**config.mk**
```make
export PLATFORM = sky130hd
export DESIGN_NAME = reg_share_arb_flat
export DESIGN_NICKNAME = d
export VERILOG_FILES = /design/src/rtl/reg_share_arb_if.sv /design/src/rtl/reg_share_arb.sv /design/src/flat_wrapper.sv
export SDC_FILE = /design/constraint.sdc
export NUM_CORES = 1
export LEC_CHECK = 0
export BUFFER_PORTS_ARGS = -buffer_cell sky130_fd_sc_hd__buf_4
export CORE_MARGIN = 5
export CORE_UTILIZATION = 45
export CTS_BUF_LIST = sky130_fd_sc_hd__clkbuf_2
export CTS_CLUSTER_SIZE = 14
export DETAILED_ROUTE_END_ITERATION = 10
export HOLD_SLACK_MARGIN = 0.06
export PLACE_DENSITY = 0.76
export SLEW_MARGIN = 25
export SYNTH_ARGS = -nofsm -noshare
export SYNTH_HDL_FRONTEND = slang
export SYNTH_SLANG_ARGS = --single-unit
```
**constraint.sdc**
```tcl
create_clock -name clk -period 1.7 [get_ports clk]
set_input_delay 0.17 -clock clk [delete_from_list [all_inputs] [get_ports clk]]
set_output_delay 0.17 -clock clk [all_outputs]
set_load 0.05 [all_outputs]
```
**src/rtl/reg_share_arb_if.sv**
```systemverilog
// reg_share_arb_if: requester and bank-side signals of the shared register
// bank arbiter.
//   master : requester/bank environment (drives req*, wdata*, clr, bank_q)
//   slave  : the arbiter (drives bank_*, gnt*, done, err, busy)
interface reg_share_arb_if #(parameter int WIDTH = 8);
  logic             req0, req1;
  logic [WIDTH-1:0] wdata0, wdata1;
  logic             clr;
  logic [WIDTH-1:0] bank_q;
  logic             bank_clk;
  logic [WIDTH-1:0] bank_d;
  logic             bank_Rb, bank_Sb;
  logic             gnt0, gnt1;
  logic             done, err, busy;

  modport master (
    output req0, req1, wdata0, wdata1, clr, bank_q,
    input  bank_clk, bank_d, bank_Rb, bank_Sb, gnt0, gnt1, done, err, busy
  );

  modport slave (
    input  req0, req1, wdata0, wdata1, clr, bank_q,
    output bank_clk, bank_d, bank_Rb, bank_Sb, gnt0, gnt1, done, err, busy
  );
endinterface

```
**src/rtl/reg_share_arb.sv**
```systemverilog
// reg_share_arb: two-requester arbiter for a shared latch-cell register bank.
// A winning requester gets its data onto bank_d, the bank enable is pulsed for
// HOLD cycles, the readback is compared and done/err report the outcome.
// clr from IDLE runs a one-cycle bank clear instead.
// Ports:
//   clk  - rising-edge clock
//   Rb   - asynchronous active-low reset (also clears the bank while low)
//   bus  - reg_share_arb_if.slave: requests/data/clr/readback in,
//          bank controls, grants, done/err/busy out
module reg_share_arb #(
  parameter int WIDTH = 8,
  parameter int HOLD  = 2
) (
  input logic            clk,
  input logic            Rb,
  reg_share_arb_if.slave bus
);
  typedef enum logic [2:0] {IDLE, SETUP, STROBE, CHECK, DONE, CLEAR} state_t;

  localparam logic [3:0] HLAST = 4'(HOLD - 1);

  state_t           state, nxt;
  logic [3:0]       cnt, cnt_nxt;
  logic             last, last_nxt;
  logic             win;
  logic [WIDTH-1:0] d_q, d_nxt;
  logic             g0_q, g1_q, g0_nxt, g1_nxt;
  logic             err_q, err_nxt;
  logic             done_q, busy_q, bclk_q, rb_q;

  // Tie goes to whoever was not served last; otherwise the sole requester.
  assign win = (bus.req0 & bus.req1) ? ~last : bus.req1;

  always_comb begin
    nxt      = state;
    cnt_nxt  = cnt;
    last_nxt = last;
    d_nxt    = d_q;
    g0_nxt   = g0_q;
    g1_nxt   = g1_q;
    err_nxt  = 1'b0;
    case (state)
      IDLE: begin
        if (bus.clr) begin
          nxt = CLEAR;
        end else if (bus.req0 | bus.req1) begin
          nxt      = SETUP;
          last_nxt = win;
          d_nxt    = win ? bus.wdata1 : bus.wdata0;
          g0_nxt   = ~win;
          g1_nxt   = win;
        end
      end
      SETUP: begin
        nxt     = STROBE;
        cnt_nxt = 4'd0;
      end
      STROBE: begin
        if (cnt == HLAST) nxt = CHECK;
        else              cnt_nxt = cnt + 4'd1;
      end
      CHECK: begin
        nxt     = DONE;
        err_nxt = (bus.bank_q != d_q);
      end
      DONE: begin
        nxt    = IDLE;
        g0_nxt = 1'b0;
        g1_nxt = 1'b0;
      end
      CLEAR:   nxt = IDLE;
      default: nxt = IDLE;
    endcase
  end

  // Outputs are registered from the next state so they change on the same
  // edge as the state itself.
  always_ff @(posedge clk or negedge Rb) begin
    if (!Rb) begin
      state  <= IDLE;
      cnt    <= 4'd0;
      last   <= 1'b1;
      d_q    <= '0;
      g0_q   <= 1'b0;
      g1_q   <= 1'b0;
      err_q  <= 1'b0;
      done_q <= 1'b0;
      busy_q <= 1'b0;
      bclk_q <= 1'b0;
      rb_q   <= 1'b1;
    end else begin
      state  <= nxt;
      cnt    <= cnt_nxt;
      last   <= last_nxt;
      d_q    <= d_nxt;
      g0_q   <= g0_nxt;
      g1_q   <= g1_nxt;
      err_q  <= err_nxt;
      done_q <= (nxt == DONE);
      busy_q <= (nxt != IDLE);
      bclk_q <= (nxt == STROBE);
      rb_q   <= (nxt != CLEAR);
    end
  end

  // Bank clear follows Rb directly so the cells are held cleared during reset
  // and released as soon as Rb rises.
  assign bus.bank_Rb  = Rb & rb_q;
  assign bus.bank_Sb  = 1'b1;
  assign bus.bank_clk = bclk_q;
  assign bus.bank_d   = d_q;
  assign bus.gnt0     = g0_q;
  assign bus.gnt1     = g1_q;
  assign bus.done     = done_q;
  assign bus.err      = err_q;
  assign bus.busy     = busy_q;
endmodule
```
**src/flat_wrapper.sv**
```systemverilog
// flat-port wrapper written by rule: the top's interface ports become plain ports
module reg_share_arb_flat 
#(
  parameter int WIDTH = 8,
  parameter int HOLD  = 2
)
  (clk, Rb, bus_req0, bus_req1, bus_wdata0, bus_wdata1, bus_clr, bus_bank_q, bus_bank_clk, bus_bank_d, bus_bank_Rb, bus_bank_Sb, bus_gnt0, bus_gnt1, bus_done, bus_err, bus_busy);
  reg_share_arb_if #(.WIDTH(WIDTH)) bus_i ();
  input logic clk;
  input logic Rb;
  input wire logic [$bits(bus_i.req0)-1:0] bus_req0;
  input wire logic [$bits(bus_i.req1)-1:0] bus_req1;
  input wire logic [$bits(bus_i.wdata0)-1:0] bus_wdata0;
  input wire logic [$bits(bus_i.wdata1)-1:0] bus_wdata1;
  input wire logic [$bits(bus_i.clr)-1:0] bus_clr;
  input wire logic [$bits(bus_i.bank_q)-1:0] bus_bank_q;
  output wire logic [$bits(bus_i.bank_clk)-1:0] bus_bank_clk;
  output wire logic [$bits(bus_i.bank_d)-1:0] bus_bank_d;
  output wire logic [$bits(bus_i.bank_Rb)-1:0] bus_bank_Rb;
  output wire logic [$bits(bus_i.bank_Sb)-1:0] bus_bank_Sb;
  output wire logic [$bits(bus_i.gnt0)-1:0] bus_gnt0;
  output wire logic [$bits(bus_i.gnt1)-1:0] bus_gnt1;
  output wire logic [$bits(bus_i.done)-1:0] bus_done;
  output wire logic [$bits(bus_i.err)-1:0] bus_err;
  output wire logic [$bits(bus_i.busy)-1:0] bus_busy;
  assign bus_i.req0 = bus_req0;
  assign bus_i.req1 = bus_req1;
  assign bus_i.wdata0 = bus_wdata0;
  assign bus_i.wdata1 = bus_wdata1;
  assign bus_i.clr = bus_clr;
  assign bus_i.bank_q = bus_bank_q;
  assign bus_bank_clk = bus_i.bank_clk;
  assign bus_bank_d = bus_i.bank_d;
  assign bus_bank_Rb = bus_i.bank_Rb;
  assign bus_bank_Sb = bus_i.bank_Sb;
  assign bus_gnt0 = bus_i.gnt0;
  assign bus_gnt1 = bus_i.gnt1;
  assign bus_done = bus_i.done;
  assign bus_err = bus_i.err;
  assign bus_busy = bus_i.busy;
  reg_share_arb #(.WIDTH(WIDTH), .HOLD(HOLD)) u_core (.clk(clk), .Rb(Rb), .bus(bus_i));
endmodule
```
* After elaboration in Yosys (flattened, before gate mapping) *
Cells that the tools add are included.

word-level totals
  logic and storage cells = 52
  input bits = 29
  output and inout bits = 16
  register bits after elaboration = 23

operators by class
  eq/ne operators = 12
  reduce and logical (&&, ||, !) cells = 7
  add/sub/neg operators = 1
  multiplexer cells = 15
  bitwise gates (word level) = 6

operator list
  cell                                                   count
  case mux 3 bit (4 select lines)                        1
  == test 3 x 2 -> 1 bit, second input constant          3
  two-way mux 3 bit                                      3
  two-way mux 8 bit                                      1
  inequality test 8 bit                                  1
  case mux 4 bit (2 select lines)                        1
  == test 3 bit, second input constant                   2
  two-way mux 1 bit                                      6
  AND reduction 3 bit                                    2
  adder 4 x 1 -> 4 bit, second input constant            1
  == test 4 x 1 -> 1 bit, second input constant          1
  two-way mux 4 bit                                      1
  inequality test 2 bit, second input constant           2
  case mux 1 bit (2 select lines)                        2
  nonzero test 2 bit                                     2
  == test 3 x 1 -> 1 bit, second input constant          1
  zero test 3 bit                                        1
  inequality test 3 bit, second input constant           1
  inverter 1 bit                                         3
  nonzero test 3 bit                                     1
  bitwise AND 1 bit                                      2
  inequality test 2 x 1 -> 1 bit, second input constant  1
  AND reduction 2 bit                                    1
  bitwise OR 1 bit                                       1

* Logic depth before layout (Yosys ltp) *
Gate-level depths: netlist (run 1).

  depth in word-level cells = 6
  depth in mapped cells = 5
  gate-level depth less buffers = 5

* Worst setup path after synthesis (run 1) *
Ideal clock, no wire load.

  path type = register to register
  start point = register u_core.cnt[1]
  end point = register u_core.state[0]
  path buffers = 0
  library setup time = 111 ps
  slack = 252 ps
  cell stages (with the launch flop) = 6
  arrival = 1,337 ps
  data required time = 1,589 ps
  cells stage by stage = dfrtp_1 > inv_1 > ha_1 > or3b_4 > and2_4 > a2111oi_2

between the ends
  longest elaborated chain between the ends = 3

RTL lines
  element                          line                 RTL
  start: declaration               reg_share_arb.sv:23  logic [3:0] cnt, cnt_nxt;
  start signal: assignment         reg_share_arb.sv:93  cnt <= cnt_nxt;
  == test 4 x 1 -> 1 bit           reg_share_arb.sv:59  if (cnt == HLAST) nxt = CHECK;
  two-way mux 3 bit                reg_share_arb.sv:59
  case mux 3 bit (4 select lines)  reg_share_arb.sv:42  case (state)
  named net u_core.nxt[0]          reg_share_arb.sv:22  state_t state, nxt;
  end signal: assignment           reg_share_arb.sv:92  state <= nxt;
  end: declaration                 reg_share_arb.sv:22

The timed path passes the listed nets, and every way through them passes these cells.
A chain may end at the register's enable or synchronous reset.

* Final worst setup path (run 1) *
  start point = register u_core.last
  end point = register u_core.d_q[3] (netlist: u_core.bus.bank_d[3])

between the ends
  longest elaborated chain between the ends = 3

RTL lines
  element                   line                 RTL
  start: declaration        reg_share_arb.sv:24  logic last, last_nxt;
  start signal: assignment  reg_share_arb.sv:94  last <= last_nxt;
  inverter 1 bit            reg_share_arb.sv:32  assign win = (bus.req0 & bus.req1) ? ~last : bus.req1;
  two-way mux 1 bit         reg_share_arb.sv:32
  two-way mux 8 bit         reg_share_arb.sv:49  d_nxt = win ? bus.wdata1 : bus.wdata0;
  end signal: assignment    reg_share_arb.sv:95  d_q <= d_nxt;
  end: declaration          reg_share_arb.sv:26  logic [WIDTH-1:0] d_q, d_nxt;

Every way passes these cells.

==> results of run 1 <==
==> stage by stage <==
| stage | cells | total power, mW | util | cell area, sq um | hold WS [ns] |
|---|---|---|---|---|---|
| after CTS | 185 | 3.08 | 0.613 | 1690 | 0.127 |
| after floorplan | 106 | 2.35 | - | 1290 | -0.126 |
| after global routing | 186 | 3.25 | 0.616 | 1700 | 0.147 |
| final | 186 | 3.05 | 0.616 | 1700 | 0.153 |
| after detailed placement | 179 | 2.85 | 0.598 | 1650 | 0.188 |
| after global placement | 179 | 2.82 | 0.598 | 1650 | 0.187 |
==> report_power, final <==
| group | switching, mW | internal (mW) | total [mW] |
|---|---|---|---|
| registers | 0.175 | 0.790 | 0.965 |
| clock network | 0.162 | 0.0533 | 0.215 |
| logic | 1.09 | 0.784 | 1.87 |
| total | 1.43 | 1.63 | 3.05 |
==> worst min-delay path by stage <==
stage,endpoint,start,cells after the start,slack (ns)
final,u_core.bus.busy$_DFF_PN0_,bus_req1,3,0.15
after global routing,u_core.bus.busy$_DFF_PN0_,bus_req1,3,0.15
after CTS,u_core.bus.busy$_DFF_PN0_,bus_req1,3,0.13
after detailed placement,u_core.bus.bank_d[6]$_DFFE_PN0P_,Rb,2,0.19
after global placement,u_core.bus.bank_d[6]$_DFFE_PN0P_,Rb,2,0.19
after floorplan,u_core.bus.bank_clk$_DFF_PN0_,Rb,0,-0.13
==> final cells by class <==
cell class / count / share of cell area
multi-input combinational: 74 / 0.390
sequential: 23 / 0.340
timing repair buffer: 51 / 0.228
tap: 31 / 0.0228
clock buffer: 3 / 0.00884
inverter: 3 / 0.00663
clock inverter: 1 / 0.00295
==> layer usage <==
layer  GRT usage  vias to the layer above
met2       0.236                       32
li1            -                      472
met4      0.0597                        0
met5           0                        -
met3      0.0462                        6
met1       0.169                      451
==> kinds of logic (layout without fill, tap and decap cells) <==
group | after synthesis | in the layout | synth area share
AO/OA/AOI/OAI | 18 | 18 | 0.119
XOR/XNOR | 8 | 8 | 0.0541
adder cells (fa/ha/maj) | 2 | 2 | 0.0193
buffers and inverters | 9 | 58 | 0.0425
flip-flops | 23 | 23 | 0.446
multiplexers | 18 | 18 | 0.202
other | 1 | 1 | 0.00290
AND/OR/NAND/NOR | 27 | 27 | 0.114
==> worst max-delay path, cell delays in order, from the launching register on <==
cell,delay [ns]
dfstp_2,0.43
a21boi_4,0.43
mux2_2,0.39
mux2_4,0.25
==> cells in the final DEF, fill, tap and decap left out, drive strengths merged, types with 2 or more instances in the layout <==
cell	count
a21boi	2
a21oi	5
and2	3
buf	49
clkbuf	3
dfrtp	21
dfstp	2
dlygate4sd3	2
ha	2
inv	3
mux2	17
nand2	8
nand4	3
nor2	4
nor3	3
nor4	2
o21ai	4
o311ai	2
xor2	8
==> repair_timing <==
item                                    CTS  global route
buffers inserted                          0             1
endpoints found under the setup margin    0             1
hold buffers                              2             0
endpoints found under the hold margin    25             0
==> results.cfg, run 1 <==
[synthesis]
yosysMostFrequentCell = dfrtp_1
synth_top_cell_by_area = dfrtp_1
yosys.area.top_type_share = 0.406
ys_seq_area_frac = 0.446
synth_edf_count = 0
ys_async_sr_fraction = 1.00
synthCells = 106
synth_ff_type = dfrtp_1
synth_cell_types = 36
synth_area_leaders = dfrtp_1, mux2_4, xor2_1
synth_area_per_cell_sq_um = 12.2
ys_ff_latch = 23
synth_warnings = 0
yosys-top-cells-count = dfrtp_1, mux2_4, nand2_1, xor2_1, a21oi_1
syn_area_sq_um = 1290
syn-num-nets = 137

[place]
dpl_worst_slack_ns = 0.141
portBuffers = 43
dp_hpwl_microns = 2120
place.gp.congestion = 0.795

[run_status]
status = completed

[critical_path]
end_kind = register
regToRegSetupSlack_ns = 0.14
worstSetupStartpoint = u_core.last$_DFFE_PN1P_
cp_max_fo = 11
startpoint_type = register
r2r-start = u_core.last$_DFFE_PN1P_
cp.arrival_ns = 1.82
regToRegEndpoint = u_core.bus.bank_d[3]$_DFFE_PN0P_
crit_type = reg -> reg
cp.required_ns = 1.95
worst-r2r-cell-count = 3
endpoint = u_core.bus.bank_d[3]$_DFFE_PN0P_

[sta]
clock_skew_ns = 0.0108
fin_crit_sh = 0.920
rsz0062_at_grt = false
drv_slew = 0
clock.fmax_mhz = 639
tns_ns = 0
hold_violations = 0
layout_setup_ws_ns = 0.136
post-route-min-period_ns = 1.56
finalSetupViolCount = 0

[clocking]
htreeDepth = 1
cts_buffers = 3
post_cts_resized = 0
cts_tree = done
clock_sinks = 23
cts.clk_slew.worst_paths_ns = 0.21
clock_latency_ns = 0.33
cts_root_buf = clkbuf_2
clockBufferDepth = 2

[global_route]
grt_first_pass_wirelength_microns = 4600
first_global_vias = 1013
overflow = 0
grt_max_degree = 24
track_usage = 0.143
antenna_found_initial = 0

[finish]
drive_above_1_share = 0.510
largest_register_ff_count = 8
diodes = 0
area_delta_synth_final_pct = 31.1
n_fill_cell = 230
nets = 187
regArea_sq_um = 578
multi_input_area_sq_um = 662

[floorplan]
ios = 45
die_y_microns = 63.6
start_util = 0.470
core_sq_um = 2760
row_count = 19
die_area_sq_um = 4050
die_x_microns = 63.6

[route]
m1WireLength_microns = 1240
met3_length_microns = 211
post_drt_wl_per_cell_microns = 14.9
drt_iter0_drc = 13
wl_met2_microns = 1270
topRoutingLayerUsed = met4
ant_nets = 0
viasPerCell = 5.17
wirelength_microns = 2770
drc = 0
dr.pass1.iters = 4
via_count = 961

[power]
cellPowerDensity_nw_per_um2 = 1800
vdd_ir_drop_max_uv = 1520
leakage_nw = 0.845

[hold_path]
hp-class = in -> reg

[job]
maxCapViolCount = 0
Power figures use the tool's default switching activity.
==> inputs of run 2 (changes only) <==
- clock period: 1.7 -> 1.48 ns (I/O delays scaled with it)
==> run 2 against run 1 <==
Critical path depth up 2. Wire length up 12%. Sequential power up 15%. Largest cell class unchanged. Clock power up 27%. The run now ends with negative setup slack left.
==> results.cfg, run 2 (synthesized netlist as in run 1, its figures left out) <==
[run_status]
status = finished with violations
failed_checks = negative setup slack

[floorplan]
ios = 45
die_area_sq_um = 4050
start_util = 0.470
row_count = 19
die_x_microns = 63.6
die_y_microns = 63.6
core_sq_um = 2760

[clocking]
clock_latency_ns = 0.34
cts_tree = done
cts.clk_slew.worst_paths_ns = 0.22
cts_root_buf = clkbuf_2
cts_buffers = 3
clockBufferDepth = 2
htreeDepth = 1
clock_sinks = 23

[sta]
clock_skew_ns = 0.00295
hold_slack_ns = 0.134
finalSetupViolCount = 1
drv_slew = 0
post-route-min-period_ns = 1.48
rsz0062_at_grt = true
tns_ns = -0.000383
hold_violations = 0
fin_crit_sh = 1.00
layout_setup_ws_ns = -0.000383
clock.fmax_mhz = 676

[global_route]
track_usage = 0.153
grt_max_degree = 24
overflow = 0
grt_first_pass_wirelength_microns = 5000
first_global_vias = 1099
antenna_found_initial = 0

[critical_path]
cp.arrival_ns = 1.75
crit_type = reg -> reg
cp.required_ns = 1.75
cp_max_fo = 3
startpoint_type = register
end_kind = register

[route]
ant_nets = 0
dr.pass1.iters = 4
via_count = 1011
viasPerCell = 5.27
wirelength_microns = 3090
post_drt_wl_per_cell_microns = 16.1
drc = 0
drt_iter0_drc = 31

[power]
cellPowerDensity_nw_per_um2 = 2090
finalPower_mw = 3.70
vdd_ir_drop_max_uv = 1480
leakage_nw = 0.878

[place]
dpl_worst_slack_ns = -0.0290
dp_hpwl_microns = 2300
dpl_cell_area_sq_um = 1700
place.gp.congestion = 0.784
dp.cells = 184
portBuffers = 43

[finish]
stdcell_count = 192
largest_register_ff_count = 8
area_delta_synth_final_pct = 36.8
design_area_sq_um = 1770
n_fill_cell = 218
nets = 193
final_util = 0.642
diodes = 0
final_cell_mix = buf_4, dfrtp_1, mux2_4
final_common_cell = buf_4
drive_above_1_share = 0.534

[job]
maxCapViolCount = 0

[hold_path]
hp-class = in -> reg
## run 2: cell type report
class                           count  area (sq um)  area share
Multi-Input combinational cell     75           686       0.387
Sequential cell                    23           578       0.326
Timing Repair Buffer               56           438       0.247
Tap cell                           31          38.8      0.0219
Clock buffer                        4          20.0      0.0113
Inverter                            3          11.3     0.00636
## run 2: repair_timing
item	CTS	global route
hold buffers	2	0
pin swaps	2	0
cloned	1	0
setup endpoints to repair	8	3
setup buffers	0	1
resized for setup	0	2
hold endpoints to repair	25	0
## run 2: path summary, 6_finish.rpt
check                                             from  slack (ns)                                to  depth (start not counted)
max                          u_core.cnt[1]$_DFFE_PN0P_     -0.0004         u_core.cnt[0]$_DFFE_PN0P_                          5
min                                      bus_wdata0[2]        0.13  u_core.bus.bank_d[2]$_DFFE_PN0P_                          3
max reg2reg                  u_core.cnt[1]$_DFFE_PN0P_     -0.0004         u_core.cnt[0]$_DFFE_PN0P_                          5
min reg2reg                u_core.bus.gnt0$_DFFE_PN0P_        0.52       u_core.bus.gnt0$_DFFE_PN0P_                          1
max in group asynchronous                           Rb        0.87             u_core.rb_q$_DFF_PN1_                          3
min in group asynchronous                           Rb        0.31  u_core.bus.bank_d[0]$_DFFE_PN0P_                          3
## run 2: where the power goes
part / internal (mW) / switching, mW
combinational: 0.991 / 1.32
clock: 0.0714 / 0.201
sequential: 0.908 / 0.205
## run 2: worst max-delay path: stages, from the launching register on
cell	delay, ns
dfrtp_1	0.45
inv_2	0.06
ha_1	0.12
or3b_4	0.39
and2_4	0.17
o311ai_2	0.21
## run 2: layer usage
| metal | vias to the layer above | global-route usage | share of wire |
|---|---|---|---|
| met4 | 0 | 0.0468 | 0.0074 |
| met3 | 2 | 0.0480 | 0.074 |
| li1 | 486 | - | - |
| met2 | 34 | 0.269 | 0.50 |
| met1 | 489 | 0.175 | 0.42 |
| met5 | - | 0 | 0 |
==> inputs of run 3 (changes only) <==
- BUFFER_PORTS_ARGS: -buffer_cell sky130_fd_sc_hd__buf_4 -> unset
- DONT_BUFFER_PORTS: unset -> 1
- PLACE_DENSITY: 0.76 -> 0.65
- clock period: 1.48 -> 1.27 ns (I/O delays scaled with it)
==> run 3 against run 2 <==
The flow still finishes with violations (negative setup slack). Via count decreased by 3.7%. Setup slack worse by 0.19 ns. Clock skew up 0.026 ns. Highest routed layer unchanged. Cell area up 1.8%. Final cell count down 4.2%. Die area is the same. Sequential power grew 30%. Clock power is 13% higher. Combinational power increased by 14%.
==> results.cfg, run 3 (synthesized netlist as in run 1, its figures left out) <==
[clocking]
cts_buffers = 3
clockBufferDepth = 2
clock_latency_ns = 0.35
htreeDepth = 1
cts.clk_slew.worst_paths_ns = 0.21
clock_sinks = 23
cts_root_buf = clkbuf_2
cts_tree = done

[sta]
fin_crit_sh = 1.15
clock_skew_ns = 0.0287
finalSetupViolCount = 15
drv_slew = 0
post-route-min-period_ns = 1.46
worst_pin_slew_ns = 0.504
hold_violations = 0
slew_headroom = 0.664
clock.fmax_mhz = 683
layout_setup_ws_ns = -0.193
rsz0062_at_grt = true

[place]
place.gp.congestion = 0.754
dpl_worst_slack_ns = -0.210
dpl_cell_area_sq_um = 1470
portBuffers = 0
dp_hpwl_microns = 2070

[critical_path]
worstSetupStartpoint = u_core.cnt[1]$_DFFE_PN0P_
slowest_delay_ns = 0.44
path_buf_inv = 1
path_cells = inv_2 -> ha_4 -> or3b_4 -> and2_4 -> o311ai_2
startpoint_type = register
worst-r2r-cell-count = 5
end_kind = register
regToRegSetupSlack_ns = -0.19
crit_type = reg -> reg
crit_family = simple AND/OR/NAND/NOR gates
cp.arrival_ns = 1.71
cp.required_ns = 1.52
crit_slowest_cell = dfrtp_1
cp_max_fo = 3
r2r-start = u_core.cnt[1]$_DFFE_PN0P_
regToRegEndpoint = u_core.cnt[0]$_DFFE_PN0P_

[hold_path]
worstHoldStart = bus_clr
hp-class = in -> reg
min_to = u_core.bus.gnt0$_DFFE_PN0P_
hold_depth = 3

[power]
intPower_mw = 2.34
swShare = 0.466
pwr-share-comb = 0.601
p_clk_frac = 0.070
cellPowerDensity_nw_per_um2 = 2430
leakage_nw = 0.848
pwr-share-seq = 0.329
p_switching_mw = 2.04
vdd_ir_drop_max_uv = 1940

[finish]
n_fill_cell = 214
multi_input_area_sq_um = 702
largest_register_ff_count = 8
diodes = 0
design_area_sq_um = 1800
drive_above_1_share = 0.418
regArea_sq_um = 579
final_cell_mix = buf_4, dlygate4sd3_1, dfrtp_1
final_common_cell = buf_4
nets = 185
area_delta_synth_final_pct = 39.3

[global_route]
grt_first_pass_wirelength_microns = 5200
track_usage = 0.163
first_global_vias = 1058
grt_max_degree = 24
overflow = 0
antenna_found_initial = 0

[route]
post_drt_wl_per_cell_microns = 17.5
dr.pass1.iters = 4
wirelength_microns = 3230
drt_iter0_drc = 20
viasPerCell = 5.29
ant_nets = 0
via_count = 974
drc = 0

[floorplan]
start_util = 0.470
die_y_microns = 63.6
core_sq_um = 2760
die_x_microns = 63.6
ios = 45
die_area_sq_um = 4050
row_count = 19

[job]
maxCapViolCount = 0

[run_status]
status = finished with violations
failed_checks = negative setup slack
[run 3: per-layer routing]
layer / GRT usage / vias to the layer above / part of all wire
met5: 0 / - / 0
met4: 0.0312 / 0 / 0.0053
met3: 0.0568 / 2 / 0.061
met2: 0.287 / 31 / 0.53
met1: 0.191 / 474 / 0.41
li1: - / 467 / -
[run 3: layout make-up]
type / instances / area share
multi-input cells: 75 / 0.389
flip-flops and latches: 23 / 0.321
repair buffers: 48 / 0.251
well taps: 31 / 0.0215
clock buffers: 3 / 0.00832
inverters: 3 / 0.00624
clock inverters: 1 / 0.00277
[run 3: how the worst max path moves through the flow]
stage / to / depth (start not counted)
2_1_floorplan: u_core.state[0]$_DFF_PN0_ / 5
3_3_place_gp: u_core.bus.bank_d[3]$_DFFE_PN0P_ / 3
3_5_place_dp: u_core.bus.bank_d[3]$_DFFE_PN0P_ / 3
4_1_cts: u_core.cnt[0]$_DFFE_PN0P_ / 5
5_1_grt: u_core.cnt[1]$_DFFE_PN0P_ / 5
6_report: u_core.cnt[0]$_DFFE_PN0P_ / 5
[run 3: stage by stage]
stage	util	TNS, ns	cells	hold WS (ns)	total power [mW]
after floorplan	-	-1.24	106	-0.169	3.15
after global placement	0.533	-1.70	153	-0.168	3.74
after detailed placement	0.533	-1.97	153	-0.168	3.81
after CTS	0.639	-1.81	181	0.0767	4.31
after global routing	0.654	-2.51	184	0.0658	4.61
final	0.654	-1.81	184	0.0888	4.38
[run 3: power by group through the flow]
stage / clock network, mW / logic (mW) / registers (mW)
6_report: 0.307 / 2.63 / 1.44
5_1_grt: 0.349 / 2.79 / 1.47
4_1_cts: 0.313 / 2.56 / 1.44
3_5_place_dp: 0 / 2.38 / 1.44
3_3_place_gp: 0 / 2.33 / 1.41
2_1_floorplan: 0 / 1.14 / 2.01
[run 3: worst register-to-register path, delay by kind of cell (launching register included)]
kind	cells	cell delay, ns
compound gates	1	0.21
fa+ha+maj	1	0.11
buf+inv	1	0.08
flops	1	0.44
simple gates	2	0.56
[run 3: timing repair]
action                                 CTS  global route
pin swaps                                3             4
cloned                                   1             1
setup buffers                            3             2
gates resized for setup                  9             2
hold buffers                            20             1
setup endpoints to repair               15            16
endpoints found under the hold margin   34            21
